`config.mk`:
```
export PLATFORM = sky130hd
export DESIGN_NAME = alu_issue_ctrl
export DESIGN_NICKNAME = d
export VERILOG_FILES = /design/src/rtl/alu_issue_ctrl.sv
export SDC_FILE = /design/constraint.sdc
export NUM_CORES = 1
export LEC_CHECK = 0
export BUFFER_PORTS_ARGS = -buffer_cell sky130_fd_sc_hd__clkbuf_2
export CORE_AREA = 2 2 103 105
export DETAILED_ROUTE_END_ITERATION = 8
export DIE_AREA = 0 0 105 107
export PLACE_DENSITY_LB_ADDON = 0.2
export SLEW_MARGIN = 20
export SYNTH_ARGS = -nofsm -noshare
export SYNTH_HDL_FRONTEND = slang
export SYNTH_SLANG_ARGS = --single-unit
export TNS_END_PERCENT = 10
```
`constraint.sdc`:
```
create_clock -name clk -period 8.7 [get_ports clk]
set_input_delay 0.435 -clock clk [delete_from_list [all_inputs] [get_ports clk]]
set_output_delay 0.435 -clock clk [all_outputs]
set_load 0.02 [all_outputs]
```
`src/rtl/alu_issue_ctrl.sv`:
```
// Issue/control front end for a combinational ALU: accepts a request, decodes
// ALUOp/funct to the ALU control code, drives the ALU from registers and returns the result.
module alu_issue_ctrl #(
    parameter int WIDTH = 32,
    parameter int CNT_W = 16
) (
    input  logic             clk,
    input  logic             reset,
    input  logic             req_valid,
    output logic             req_ready,
    input  logic [1:0]       req_aluop,
    input  logic [5:0]       req_funct,
    input  logic [WIDTH-1:0] req_a,
    input  logic [WIDTH-1:0] req_b,
    output logic [WIDTH-1:0] alu_input1,
    output logic [WIDTH-1:0] alu_input2,
    output logic [3:0]       alu_ctr,
    input  logic [WIDTH-1:0] alu_res,
    input  logic             alu_zero,
    output logic             resp_valid,
    input  logic             resp_ready,
    output logic [WIDTH-1:0] resp_data,
    output logic             resp_zero,
    output logic             resp_err,
    output logic [CNT_W-1:0] op_count
);

    typedef enum logic [1:0] {IDLE, DRIVE, RESP} state_t;

    state_t             state_reg;
    logic [WIDTH-1:0]   input1_reg;
    logic [WIDTH-1:0]   input2_reg;
    logic [3:0]         ctr_reg;
    logic               illegal_reg;
    logic [WIDTH-1:0]   data_reg;
    logic               zero_reg;
    logic               err_reg;
    logic [CNT_W-1:0]   count_reg;
    logic               req_ready_reg;
    logic               resp_valid_reg;

    logic [3:0]         ctr_next;
    logic               illegal_next;

    always_comb begin
        ctr_next     = 4'b0000;
        illegal_next = 1'b0;
        case (req_aluop)
            2'b00: ctr_next = 4'b0010;
            2'b01: ctr_next = 4'b0110;
            2'b11: ctr_next = 4'b0001;
            default: begin
                case (req_funct)
                    6'b100000: ctr_next = 4'b0010;
                    6'b100010: ctr_next = 4'b0110;
                    6'b100100: ctr_next = 4'b0000;
                    6'b100101: ctr_next = 4'b0001;
                    6'b101010: ctr_next = 4'b0111;
                    6'b100111: ctr_next = 4'b1100;
                    default:   illegal_next = 1'b1;
                endcase
            end
        endcase
    end

    // Handshake outputs are registered alongside the state so they are glitch-free.
    always_ff @(posedge clk or posedge reset) begin
        if (reset) begin
            state_reg      <= IDLE;
            input1_reg     <= '0;
            input2_reg     <= '0;
            ctr_reg        <= 4'b0000;
            illegal_reg    <= 1'b0;
            data_reg       <= '0;
            zero_reg       <= 1'b0;
            err_reg        <= 1'b0;
            count_reg      <= '0;
            req_ready_reg  <= 1'b1;
            resp_valid_reg <= 1'b0;
        end else begin
            case (state_reg)
                IDLE: begin
                    if (req_valid) begin
                        input1_reg    <= req_a;
                        input2_reg    <= req_b;
                        ctr_reg       <= ctr_next;
                        illegal_reg   <= illegal_next;
                        req_ready_reg <= 1'b0;
                        state_reg     <= DRIVE;
                    end
                end
                DRIVE: begin
                    // An illegal funct reports a zero result regardless of what the ALU computed.
                    data_reg       <= illegal_reg ? '0 : alu_res;
                    zero_reg       <= illegal_reg | alu_zero;
                    err_reg        <= illegal_reg;
                    resp_valid_reg <= 1'b1;
                    state_reg      <= RESP;
                end
                RESP: begin
                    if (resp_ready) begin
                        count_reg      <= count_reg + 1'b1;
                        resp_valid_reg <= 1'b0;
                        req_ready_reg  <= 1'b1;
                        state_reg      <= IDLE;
                    end
                end
                default: begin
                    resp_valid_reg <= 1'b0;
                    req_ready_reg  <= 1'b1;
                    state_reg      <= IDLE;
                end
            endcase
        end
    end

    assign req_ready  = req_ready_reg;
    assign resp_valid = resp_valid_reg;
    assign alu_input1 = input1_reg;
    assign alu_input2 = input2_reg;
    assign alu_ctr    = ctr_reg;
    assign resp_data  = data_reg;
    assign resp_zero  = zero_reg;
    assign resp_err   = err_reg;
    assign op_count   = count_reg;

endmodule

```
* Yosys cells after proc, flatten, opt, wreduce, memory -nomap -nowiden *
Index checks and enable logic that the tools add are counted.

word-level totals
  register bits after elaboration = 123
  bits in latches = 0
  memory bits (writable) = 0
  memory bits (read-only) = 0
  bits of input ports = 109
  output and inout bits = 120
  logic and storage cells = 49
  memories = 0

operators by class
  $add $sub $neg = 1
  multipliers = 0
  div/mod/pow operators = 0
  order comparisons = 0
  equal/unequal tests = 12
  shifts and indexed selects = 0
  multiplexer cells = 13
  bitwise operators = 3
  reductions and logical operators = 9

operator list
  kind                                                                   number
  6-bit equality test, second input constant                             6
  32-bit 2-to-1 mux                                                      1
  4-bit one-hot mux with 5 select lines                                  1
  16-bit by 1-bit adder with 16-bit output, second input constant        1
  4-bit one-hot mux with 3 select lines                                  1
  2-bit AND reduction                                                    4
  1-bit one-hot mux with 3 select lines                                  2
  2-bit one-hot mux with 3 select lines                                  1
  6-bit OR reduction                                                     1
  1-bit 2-to-1 mux                                                       5
  2-bit by 1-bit equality test with 1-bit output, second input constant  2
  2-bit equality test, second input constant                             2
  2-bit logical NOT                                                      2
  2-bit 2-to-1 mux                                                       2
  2-bit inequality test, second input constant                           2
  3-bit AND reduction                                                    1
  3-bit OR reduction                                                     1
  1-bit inverter                                                         2
  1-bit OR                                                               1

* Depth between registers and ports, before layout *
  depth in word-level cells = 4
  gate-level depth with buffers = 7
  mapped depth without buffers = 5

* Least setup slack after synthesis *
Ideal clock, no wire load.

  kind = register -> register
  start = reg count_reg[4] (netlist: op_count[4])
  end = reg count_reg[15] (netlist: op_count[15])
  library setup time = 0.128 ns
  arrival time = 1.302 ns
  required time = 8.572 ns
  setup slack = 7.269 ns
  stages on the path, launching flop included = 5
  path buffers = 0
  clock period less this slack = 1.431 ns
  cell sequence = dfrtp_1 > nand4_1 > nor3_4 > nand4_1 > xnor2_1

on the way
  longest elaborated chain between the ends = 1

ends and longest elaborated chain
  item                                      line  source
  from (decl)                               38    logic [CNT_W-1:0] count_reg;
  from (signal assigned)                    102   count_reg <= count_reg + 1'b1;
  16-bit by 1-bit adder with 16-bit output  102

Every way passes these cells.
A chain may end at the register's enable or synchronous reset.

* Worst setup path after layout *
  start = reg state_reg[0]
  end = reg ctr_reg[2] (netlist: alu_ctr[2])

on the way
  longest elaborated chain between the ends = 2

ends and longest elaborated chain
  item                                  line  source
  from (decl)                           30    state_t state_reg;
  from (signal assigned)                69    state_reg <= IDLE;
  from (signal assigned)                89    state_reg <= DRIVE;
  from (signal assigned)                98    state_reg <= RESP;
  2-bit logical NOT                     81    case (state_reg)
  2-bit AND reduction (no source line)  -
  to (signal assigned)                  86    ctr_reg <= ctr_next;
  to (decl)                             33    logic [3:0] ctr_reg;

Every way passes these cells.

==> metrics.txt <==
status=finished, final reports clean; Final Wtd Congestion=0.795; dpl ws=5.84 ns; P_leak=0.00378 uW; # diodes=0; WL final=12100 um; post-CTS setup buffer count=0; Tot GR Track Use=0.222; Power Internal=1570 uW; Post-synth top cells=nand2_1, dfrtp_1, nand2b_1, o21ai_0, xnor2_1; die width=approximately 110 um; initial core utilization=0.494; combinational share of power=0.370; total negative slack=0 ns; Final period util=0.332; # hold bufs at CTS=0; Synth Flop Type=dfrtp_1; endpoints failing hold=0; FILL cells=about 860; Finish-stage setup viols=0; fmax=around 350 MHz; WL per Instance=13.5 um; VDD IR max=0.189 mV; RSZ-0062 raised after global routing=false; area leader, netlist=dfrtp_1; buffers added on ports=228; CTS tree=yes; Pre-antenna DRT Iters=4; worst slew pin tran=0.936 ns; H-tree levels=4; vias in the first global route=4263; Clk Latency, worst-skew pair=about 0.50 ns; vias=4204; clock slew seen by the registers of the worst setup and hold paths=0.06 ns; Core Area=roughly 10000 um2; area of the mapped netlist=roughly 5000 um2; Switching Fraction=0.398; Hold Slack=0.0213 ns; #FFs+latches synth=123; Post-synth ARST share=1.00; startpoint types=flip-flop; Final WS setup=5.81 ns; row count=37; reg2reg setup slack=5.81 ns; most frequent cell after synthesis=nand2_1; Tmin final=roughly 2.9 ns; Area contributors post-synth=dfrtp_1, nand2_1, nand2b_1; Final ANT Viol Nets=0; Post-Syn Instances=522; io pins=229; DIE HEIGHT=107 um; Area growth syn-to-layout=35.0%; Setup crit end kind=flip-flop; DRC Markers=0; worst min-delay path class=in -> async; initial antenna violation count=0; Clock Sinks=123; Power Density=approximately 390 nW/um2; die area=11200 um2; final net count=approximately 860; DP Wirelength=8420 um; Synth cell types=36; number of flops mapped to enable cells by yosys=0; largest net degree at the start of global routing=72; global-route wire length before repair=about 20000 um; Clk Tree Root Cell=clkbuf_8; clock buffer depth=2; initial drt markers=255; grt ovf=0; Worst Setup Path Type=reg -> reg; Avg Cell Area, Syn=between 9 and 10 um2; CP Data Arrival Time=3.27 ns; relative slew slack=0.376; CTS buffer count=17; vias per cell=4.70; CP required=about 9 ns; post-synth top area share=0.612; switching power=1040 uW; Yosys warnings=0; sequential share of the synthesized area=0.618; Slew Viols, Final=0; Synth Net Count=632; sequential share of power=0.373; Max Fanout on Critical Path=71; clock power share=0.257; share of post-route cells with drive strength above 1=0.351; Max-cap violations=0; # resized after CTS=0; skew final=0.00950 ns
-- power groups by stage --
stage / registers (uW) / clock network (uW) / logic, uW
2_1_floorplan: 1240 / 0 / 370
3_3_place_gp: 972 / 0 / 958
3_5_place_dp: 981 / 0 / 981
4_1_cts: 978 / 683 / 981
5_1_grt: 1010 / 714 / 1070
6_report: 975 / 672 / 966
-- logic make-up (layout without fill, tap and decap cells) --
kind of cell | count (synthesis) | count (layout) | share of synthesized area
XOR/XNOR | 15 | 15 | 0.0263
adder cells (fa/ha/maj) | 1 | 1 | 0.00251
buffers and inverters | 31 | 267 | 0.0371
AND/OR/NAND/NOR | 303 | 303 | 0.260
AO/OA/AOI/OAI | 47 | 47 | 0.0519
multiplexers | 2 | 2 | 0.00452
flip-flops | 123 | 123 | 0.618
-- routing by layer --
metal  share of wire  global-route usage  vias up
li1                -                   -     2092
met1            0.42               0.273     1947
met2            0.50               0.363      148
met3           0.067              0.0784       17
met4           0.018              0.0838        0
met5               0                   0        -
-- through the flow --
stage          area [um2]  utilization  power [uW]  instances
6_report             6730        0.667        2610        894
5_1_grt              6730        0.667        2790        894
2_1_floorplan        4990            -        1610        522
3_3_place_gp         6150        0.610        1930        862
3_5_place_dp         6150        0.610        1960        862
4_1_cts              6720        0.666        2640        894
-- layout make-up --
cell class              count  area [um2]  share of cell area
clock buffers              25         484              0.0720
well taps                 136         170              0.0253
multi-input cells         368        1730               0.257
clock inverters             7        87.6              0.0130
flip-flops and latches    123        3080               0.458
repair buffers            230        1160               0.172
inverters                   5        22.5             0.00335
-- cells in the final DEF, fill, tap and decap left out, types with 2 or more instances in the layout --
| master | instances |
|---|---|
| nand2b_1 | 34 |
| nand2_1 | 237 |
| clkinv_2 | 5 |
| nand3b_1 | 3 |
| a31oi_1 | 2 |
| dfrtp_1 | 122 |
| mux2_2 | 2 |
| clkbuf_2 | 228 |
| nor3_1 | 2 |
| o21a_1 | 3 |
| bufinv_16 | 2 |
| inv_1 | 3 |
| nand4_1 | 4 |
| a21oi_1 | 2 |
| clkbuf_8 | 5 |
| clkbuf_16 | 16 |
| clkbuf_1 | 4 |
| buf_4 | 2 |
| o21ai_0 | 35 |
| xor2_1 | 2 |
| nor2_1 | 7 |
| nand3_1 | 7 |
| xnor2_1 | 13 |
-- worst max-delay path, stage by stage, from the launching register on --
cell and delay [ns]:
dfrtp_1 0.51, nand2b_1 0.17, or2_2 0.10, buf_4 0.54, clkinv_2 0.93, o21a_1 0.46
-- worst paths after layout --
path,startpoint,endpoint,cells after the start
setup reg to reg,state_reg[0],alu_ctr[2],5
max in group asynchronous,reset,illegal_reg,3
setup / recovery,state_reg[0],alu_ctr[2],5
hold reg to reg,alu_input1[2],alu_input1[2],2
min in group clk,req_a[17],alu_input1[17],3
hold / removal,reset,alu_input2[9],2
Note: power is estimated with default switching activity, not from simulation.
